## src/rtl/multi_digit_converter_pkg.sv

```systemverilog
// Shared types and constants for the binary-to-seven-segment converter.
// Segment patterns are active-low, bit 6 = a ... bit 0 = g.
package multi_digit_converter_pkg;

  typedef enum logic [1:0] {
    ST_IDLE  = 2'd0,
    ST_SHIFT = 2'd1,
    ST_DONE  = 2'd2
  } state_t;

  localparam logic [6:0] SEG_0     = 7'b0000001;
  localparam logic [6:0] SEG_1     = 7'b1001111;
  localparam logic [6:0] SEG_2     = 7'b0010010;
  localparam logic [6:0] SEG_3     = 7'b0000110;
  localparam logic [6:0] SEG_4     = 7'b1001100;
  localparam logic [6:0] SEG_5     = 7'b0100100;
  localparam logic [6:0] SEG_6     = 7'b0100000;
  localparam logic [6:0] SEG_7     = 7'b0001111;
  localparam logic [6:0] SEG_8     = 7'b0000000;
  localparam logic [6:0] SEG_9     = 7'b0000100;
  localparam logic [6:0] SEG_BLANK = 7'h7F;
  localparam logic [6:0] SEG_DASH  = 7'b1111110;

  // Largest value representable in the given number of decimal digits.
  function automatic logic [31:0] max_decimal(input int digits);
    logic [31:0] m;
    m = 32'd1;
    for (int i = 0; i < digits; i++) m = m * 32'd10;
    return m - 32'd1;
  endfunction

endpackage

```

## src/rtl/seg7_digit_decoder.sv

```systemverilog
// One BCD digit to an active-low seven-segment pattern; dash overrides blank.
module seg7_digit_decoder
  import multi_digit_converter_pkg::*;
(
  input  logic [3:0] bcd,
  input  logic       blank,
  input  logic       dash,
  output logic [6:0] seg
);

  always_comb begin
    seg = SEG_BLANK;
    if (dash) begin
      seg = SEG_DASH;
    end else if (!blank) begin
      case (bcd)
        4'd0:    seg = SEG_0;
        4'd1:    seg = SEG_1;
        4'd2:    seg = SEG_2;
        4'd3:    seg = SEG_3;
        4'd4:    seg = SEG_4;
        4'd5:    seg = SEG_5;
        4'd6:    seg = SEG_6;
        4'd7:    seg = SEG_7;
        4'd8:    seg = SEG_8;
        4'd9:    seg = SEG_9;
        default: seg = SEG_BLANK;
      endcase
    end
  end

endmodule

```

## src/rtl/multi_digit_converter.sv

```systemverilog
// Double-dabble binary-to-BCD converter, one bit per clock, with seven-segment drive.
// States: IDLE wait for Start | SHIFT IN_WIDTH iterations | DONE one-cycle result pulse.
module multi_digit_converter
  import multi_digit_converter_pkg::*;
#(
  parameter int IN_WIDTH = 7,
  parameter int DIGITS   = 2,
  parameter bit LZ_BLANK = 1'b1
) (
  input  logic                  Clock,
  input  logic                  Reset,
  input  logic                  Start,
  input  logic [IN_WIDTH-1:0]   Value_Raw,
  output logic                  Busy,
  output logic                  Done,
  output logic                  Overflow,
  output logic [4*DIGITS-1:0]   Digits,
  output logic [7*DIGITS-1:0]   Segments
);

  localparam int                BCD_W    = 4 * DIGITS;
  localparam int                CNT_W    = $clog2(IN_WIDTH + 1);
  localparam logic [31:0]       MAX_VAL  = max_decimal(DIGITS);
  localparam logic [CNT_W-1:0]  CNT_LOAD = CNT_W'(IN_WIDTH);

  state_t               state, state_next;
  logic [IN_WIDTH-1:0]  bin_q;
  logic [BCD_W-1:0]     bcd_q, bcd_adj, bcd_shift;
  logic [CNT_W-1:0]     cnt_q;
  logic                 ovf_q, valid_q;
  logic                 accept, last_iter;
  logic [DIGITS-1:0]    lz;
  logic                 zero_run;

  always_ff @(posedge Clock or posedge Reset) begin
    if (Reset) state <= ST_IDLE;
    else       state <= state_next;
  end

  always_comb begin
    state_next = state;
    accept     = Start && (state == ST_IDLE || state == ST_DONE);
    last_iter  = (state == ST_SHIFT) && (cnt_q == CNT_W'(1));
    case (state)
      ST_IDLE:  if (accept) state_next = ST_SHIFT;
      ST_SHIFT: if (last_iter) state_next = ST_DONE;
      ST_DONE:  state_next = accept ? ST_SHIFT : ST_IDLE;
      default:  state_next = ST_IDLE;
    endcase
  end

  always_comb begin
    bcd_adj = bcd_q;
    for (int i = 0; i < DIGITS; i++) begin
      if (bcd_q[4*i +: 4] >= 4'd5) bcd_adj[4*i +: 4] = bcd_q[4*i +: 4] + 4'd3;
    end
    // Carry out of the top nibble is dropped; overflowed results are replaced anyway.
    bcd_shift = {bcd_adj[BCD_W-2:0], bin_q[IN_WIDTH-1]};
  end

  always_ff @(posedge Clock or posedge Reset) begin
    if (Reset) begin
      bin_q    <= '0;
      bcd_q    <= '0;
      cnt_q    <= '0;
      ovf_q    <= 1'b0;
      valid_q  <= 1'b0;
      Overflow <= 1'b0;
      Digits   <= '0;
    end else if (accept) begin
      bin_q <= Value_Raw;
      bcd_q <= '0;
      cnt_q <= CNT_LOAD;
      ovf_q <= 32'(Value_Raw) > MAX_VAL;
    end else if (state == ST_SHIFT) begin
      bin_q <= {bin_q[IN_WIDTH-2:0], 1'b0};
      bcd_q <= bcd_shift;
      cnt_q <= cnt_q - CNT_W'(1);
      if (last_iter) begin
        Digits   <= ovf_q ? {BCD_W{1'b1}} : bcd_shift;
        Overflow <= ovf_q;
        valid_q  <= 1'b1;
      end
    end
  end

  assign Busy = (state == ST_SHIFT);
  assign Done = (state == ST_DONE);

  // Blank every digit above the most significant non-zero one; units never blank.
  always_comb begin
    lz       = '0;
    zero_run = 1'b1;
    for (int i = DIGITS - 1; i > 0; i--) begin
      zero_run = zero_run && (Digits[4*i +: 4] == 4'd0);
      lz[i]    = LZ_BLANK && zero_run;
    end
  end

  for (genvar g = 0; g < DIGITS; g++) begin : g_dig
    seg7_digit_decoder u_dec (
      .bcd   (Digits[4*g +: 4]),
      .blank (!valid_q || lz[g]),
      .dash  (valid_q && Overflow),
      .seg   (Segments[7*g +: 7])
    );
  end

endmodule
```

## config.mk

```make
export PLATFORM = sky130hd
export DESIGN_NAME = multi_digit_converter
export DESIGN_NICKNAME = d
export VERILOG_FILES = /design/src/rtl/multi_digit_converter_pkg.sv /design/src/rtl/seg7_digit_decoder.sv /design/src/rtl/multi_digit_converter.sv
export SDC_FILE = /design/constraint.sdc
export NUM_CORES = 1
export LEC_CHECK = 0
export CAP_MARGIN = 10
export CORE_MARGIN = 2
export CORE_UTILIZATION = 54
export CTS_BUF_LIST = sky130_fd_sc_hd__clkbuf_8
export CTS_CLUSTER_DIAMETER = 150
export CTS_CLUSTER_SIZE = 12
export DETAILED_ROUTE_END_ITERATION = 16
export PLACE_DENSITY = 0.8
export SYNTH_ARGS = -nofsm -noshare
export SYNTH_HDL_FRONTEND = slang
export SYNTH_SLANG_ARGS = --single-unit
```

## constraint.sdc

```tcl
create_clock -name Clock -period 2.2 [get_ports Clock]
set_clock_uncertainty 0.2 [all_clocks]
set_input_delay 0.44 -clock Clock [delete_from_list [all_inputs] [get_ports Clock]]
set_output_delay 0.44 -clock Clock [all_outputs]
set_load 0.01 [all_outputs]
```

==> results of run 1 <==
[registers in the layout, summed over array words and instances, names as in the netlist]
| name | count |
|---|---|
| Digits | 8 |
| bcd_q | 8 |
| bin_q | 7 |
| cnt_q | 3 |
| state | 2 |
| Overflow | 1 |
| ovf_q | 1 |
| valid_q | 1 |
[kinds of logic (layout without fill, tap and decap cells)]
| logic type | after synthesis | count (layout) |
|---|---|---|
| buf+inv | 26 | 88 |
| compound gates | 63 | 63 |
| mux | 6 | 6 |
| simple gates | 59 | 59 |
| flops | 31 | 31 |
| fa+ha+maj | 16 | 16 |
| xor+xnor | 2 | 2 |
[worst max-delay path by stage]
stage | start | to | cells after the start
detailed placement | Digits[5] | Segments[7] | 7
global route | Digits[4] | Segments[10] | 7
CTS | Digits[5] | Segments[7] | 6
floorplan | Digits[5] | Segments[7] | 6
global placement | Digits[5] | Segments[7] | 7
finish | Digits[4] | Segments[12] | 7
[final cells by class]
class | count | area (um2) | area share
clock buffer | 6 | 82.6 | 0.0315
clock inverter | 2 | 35.0 | 0.0134
inverter | 16 | 70.1 | 0.0267
multi-input combinational | 146 | 1060 | 0.406
sequential | 31 | 777 | 0.296
tap | 46 | 57.6 | 0.0219
timing repair buffer | 64 | 537 | 0.205
[routing by layer]
layer | routed length, um | track usage | part of all wire | up-vias
met5 | 0 | 0 | 0 | -
met4 | 99 | 0.119 | 0.024 | 0
met3 | 209 | 0.0554 | 0.051 | 10
met2 | 1940 | 0.366 | 0.48 | 49
met1 | 1820 | 0.249 | 0.45 | 768
li1 | - | - | - | 824
[synth_stat cells (all sizes together) (3+ instances only)]
cell type | count | area, um2
a22o | 4 | 35.0
a31oi | 4 | 37.5
buf | 9 | 67.6
a22oi | 6 | 45.0
nor2 | 11 | 53.8
o21ai | 25 | 125
a21oi | 15 | 75.1
nor3b | 3 | 22.5
ha | 16 | 200
dfrtp | 31 | 776
and3 | 3 | 18.8
mux2i | 4 | 40.0
nor2b | 5 | 31.3
inv | 16 | 67.6
nand2b | 5 | 31.3
nand2 | 25 | 93.8
[repair_timing]
item                       CTS  global route
cloned                       0             0
pin swaps                    2             9
hold buffers                 0             0
setup endpoints to repair   15            14
setup buffers                5             2
gates resized for setup     60            38
[through the flow]
| step | std cells | setup TNS (ns) | power (mW) |
|---|---|---|---|
| detailed placement | 296 | -0.747 | 3.69 |
| global route | 311 | -0.616 | 4.86 |
| CTS | 309 | -0.0928 | 4.22 |
| floorplan | 203 | 0 | 2.53 |
| finish | 311 | -0.0512 | 4.51 |
| global placement | 296 | -0.511 | 3.61 |
[power by group]
group / switching, mW / internal (mW)
Clock: 0.215 / 0.366
Sequential: 0.251 / 0.827
Combinational: 1.39 / 1.46
Total: 1.86 / 2.65
[worst reg2reg max path, stage by stage (launching register included)]
cell      delay [ns]
dfrtp_1         0.37
nand2b_1        0.23
inv_8           0.08
buf_4           0.22
and2_4          0.30
mux2_4          0.32
==> results.yml, run 1 <==
outcome:
  status: "complete, but fails checks"
  violations: "negative setup slack"
synthesis:
  synth_nets: 229
  ys_dominant_reg_cell: "dfrtp_1"
  synth_compound_area_frac: 0.208
  yosysUniqueCellTypes: 40
  ys_warn_count: 0
  synth_adder_area_share: 0.106
  synth_top_family_by_area: "compound AO/OA/AOI/OAI gates"
  netlist_instances: 203
  ys_async_sr_fraction: 1.00
  synth-xor-area-share: 0.00930
  syn_avg_cell_area_um2: 9.28
  syn_area_mm2: 0.00188
  synth_seq_cells: 31
  synthSimpleGateAreaFrac: 0.156
  synth-seq-area-share: 0.412
  synth-edff-count: 0
  synthMuxAreaShare: 0.0352
clock_network:
  htreeDepth: 2
  cts_buffers: 5
  cts.path.max_buffers: 2
  root_buffer: "clkbuf_8"
  cts.sinks: 31
  clkTransAtPathRegs_ns: 0.06
  insertion_delay_ns: 0.29
  cts_tree: "yes"
timing:
  max_freq_mhz: 449
  rsz0062_at_grt: "true"
  timing.final.crit_share: 1.01
  post-route-min-period_ns: 2.22
  worst_slew_pin_slew_ns: 0.386
  setup_ws_ns: -0.0248
  setup_violations: 3
  maxSlewViolCount: 0
  whs_ns: 0.282
  maxSlewHeadroom: 0.743
  hold_viol: 0
finish:
  finalInstanceArea_mm2: 0.00262
  fin_nets: 290
  syn_to_final_growth_pct: 39.2
  fill_cells: 234
  layout_common_cells: "dfrtp_1 (30), buf_4 (26), nand2_1 (23)"
  fin_util: 0.786
  antenna_cells: 0
  final_common_cell: "dfrtp_1"
  layout-drive-gt1-share: 0.313
grt:
  grt_pass1_wl_um: 6760
  grt_start_max_net_pins: 32
  antenna_found_initial: 0
  grt_usage: 0.216
  grt_pass1_vias: 1587
  grt_remaining_overflow: 0
place:
  preCtsSetupSlack_ns: -0.161
  place_hpwl_um: 2830
  portBuffers: 34
  gpl.final_weighted_congestion: 0.812
  dpl-instance-area_mm2: 0.00238
die:
  die_w_um: 63.1
  die_h_um: 63.1
  start_util: 0.565
  die-area_mm2: 0.00398
  ios: 35
  coreArea_mm2: 0.00334
  rows: 21
hold_path:
  min_from: "bin_q[3]"
  whs_endpoint: "bin_q[3]"
  hold_depth: 2
  hp-class: "flip-flop to flip-flop"
setup_path:
  ff2ff_setup_slack_ns: 0.36
  crit_buf_inv: 3
  crit_fanout: 4
  cp.required_ns: 1.56
  slowest_stage: "dfrtp_1"
  worstReg2RegEnd: "Overflow"
  rr_startpoint: "state[1]"
  critPathArrivalTime_ns: 1.58
  crit_chain: "inv_2, ha_4, a21oi_2, o21a_1, buf_4, o21ai_1, buf_2"
  cpPeakStageDelay_ns: 0.40
  critPathKind: "flip-flop to output port"
  rr_worst_depth: 5
  crit_path_end_kind: "output port"
  startpoint_type: "flip-flop"
  crit_family: "flip-flops"
drt:
  wl_per_cell_um: 13.1
  totalWireLength_um: 4070
  drc_errors: 0
  viasPerCell: 5.31
  drtIter0Drc: 35
  vias: 1651
  detail-route-antenna-nets: 0
  firstDrtPassIters: 4
pwr:
  p_per_area_mw_per_mm2: 1720
  ir_drop_mv: 0.868
  p_leak_nw: 1.21
job:
  drv_cap: 0
No activity file was read; power rests on OpenSTA's default activity.
==> run 2, diff against run 1 <==
Settings changed: SETUP_SLACK_MARGIN from default to 0.3.
==> run 2 against run 1 <==
Compared with the run above:
- the flow still finishes with violations (negative setup slack)
- final area rose by 6.8%
- total power rose by 7.7%
- setup slack got worse by 0.032 ns
- first-iteration DRC count rose to 2.5 times the previous value
- global-route usage rose by 3.9 points
- critical path depth fell by 1
- utilization rose by 5.3 points
- sequential power barely moved
- critical endpoint is now Segments[0]
==> results.yml, run 2 (synthesis results as in run 1) <==
clock_network:
  cts.path.max_buffers: 2
  cts_tree: "yes"
  clkTransAtPathRegs_ns: 0.07
  cts_buffers: 5
  cts.sinks: 31
  insertion_delay_ns: 0.29
  htreeDepth: 2
  root_buffer: "clkbuf_8"
pwr:
  p_per_area_mw_per_mm2: 1730
  p_leak_nw: 1.30
  ir_drop_mv: 1.01
setup_path:
  rr_worst_depth: 6
  startpoint_type: "flip-flop"
  cp.required_ns: 1.56
  slowest_stage: "dfrtp_1"
  cpPeakStageDelay_ns: 0.46
  ff2ff_setup_slack_ns: 0.33
  critPathKind: "flip-flop to output port"
  crit_chain: "buf_6, ha_2, mux2i_1, o21a_1, o21ai_1, buf_2"
  critPathArrivalTime_ns: 1.62
  crit_path_end_kind: "output port"
  crit_fanout: 3
finish:
  layout_common_cells: "buf_4 (31), dfrtp_1 (29), nand2_1 (21)"
  fill_cells: 175
  fin_util: 0.840
  seq_area_um2: 778
  fin_nets: 304
  layout-drive-gt1-share: 0.406
  final_common_cell: "buf_4"
  antenna_cells: 0
  syn_to_final_growth_pct: 48.7
  reg_top3: "Digits x8, bcd_q x8, bin_q x7"
  stdcell_count: 324
  multi_input_area_mm2: 0.00115
timing:
  timing.final.crit_share: 1.03
  maxSlewHeadroom: 0.698
  setup-tns-final_ns: -0.0907
  hold_viol: 0
  whs_ns: 0.283
  worst_slew_pin_slew_ns: 0.453
  setup_ws_ns: -0.0572
  rsz0062_at_grt: "true"
  post-route-min-period_ns: 2.26
  max_freq_mhz: 443
  maxSlewViolCount: 0
  setup_violations: 2
drt:
  vias: 1767
  viasPerCell: 5.45
  firstDrtPassIters: 4
  detail-route-antenna-nets: 0
  totalWireLength_um: 5340
  drtIter0Drc: 89
  drc_errors: 0
  wl_per_cell_um: 16.5
job:
  drv_cap: 0
die:
  die-area_mm2: 0.00398
  ios: 35
  coreArea_mm2: 0.00334
  rows: 21
  start_util: 0.565
  die_h_um: 63.1
  die_w_um: 63.1
place:
  preCtsSetupSlack_ns: -0.101
  portBuffers: 34
  dpl.cell_count: 296
  place_hpwl_um: 2940
  gpl.final_weighted_congestion: 0.797
hold_path:
  hold_depth: 2
  hp-class: "flip-flop to flip-flop"
grt:
  grt_usage: 0.255
  grt_start_max_net_pins: 23
  grt_pass1_vias: 1724
  grt_remaining_overflow: 0
  antenna_found_initial: 0
  grt_pass1_wl_um: 7910
outcome:
  status: "complete, but fails checks"
  violations: "negative setup slack"
run 2: changes by cell type in the layout (fill, tap and decap cells not counted), sizes merged:
cell / delta
buf: +17
clkdlybuf4s50: -11
dlygate4sd2: +9
bufinv: -1
clkdlybuf4s15: -1
run 2: final timing paths:
path / end / start
worst min-delay path: bin_q[5] / bin_q[5]
worst max register to register: bcd_q[6] / bcd_q[4]
min in group asynchronous: Digits[3] / Reset
worst min register to register: bin_q[5] / bin_q[5]
max in group asynchronous: Digits[4] / Reset
worst max-delay path: Segments[0] / Digits[1]
run 2: metrics by stage:
step           power, mW  instance area [um2]
6_report            4.86                 2800
3_5_place_dp        3.71                 2400
2_1_floorplan       2.53                 1880
3_3_place_gp        3.62                 2400
5_1_grt             5.17                 2800
4_1_cts             4.37                 2650
run 2: layout make-up:
cell class	count	share of cell area
clock buffers	6	0.0295
clock inverters	1	0.00179
inverters	16	0.0250
multi-input cells	146	0.412
flip-flops and latches	31	0.278
well taps	46	0.0205
repair buffers	78	0.233
run 2: layer usage:
metal,track usage,wire [um],vias up
li1,-,-,852
met1,0.300,2280,849
met2,0.444,2690,54
met3,0.0571,236,12
met4,0.114,132,0
met5,0,0,-
run 2: timing repair:
action	CTS	global route
hold buffers	0	0
resized for setup	123	22
buffers inserted	10	11
gates cloned	0	0
endpoints found under the setup margin	25	22
pin swaps	13	9
run 2: where the power goes:
part           internal (mW)  switching, mW
Sequential             0.829          0.256
Combinational           1.63           1.68
Clock                  0.245          0.213
run 2: worst max-delay path: cells and delay by family, from the launching register on:
family	cells	cell delay, ns
DFF	1	0.46
AOI/OAI and AO/OA	2	0.32
buffers and inverters	2	0.30
adders and majority gates	1	0.18
muxes	1	0.07
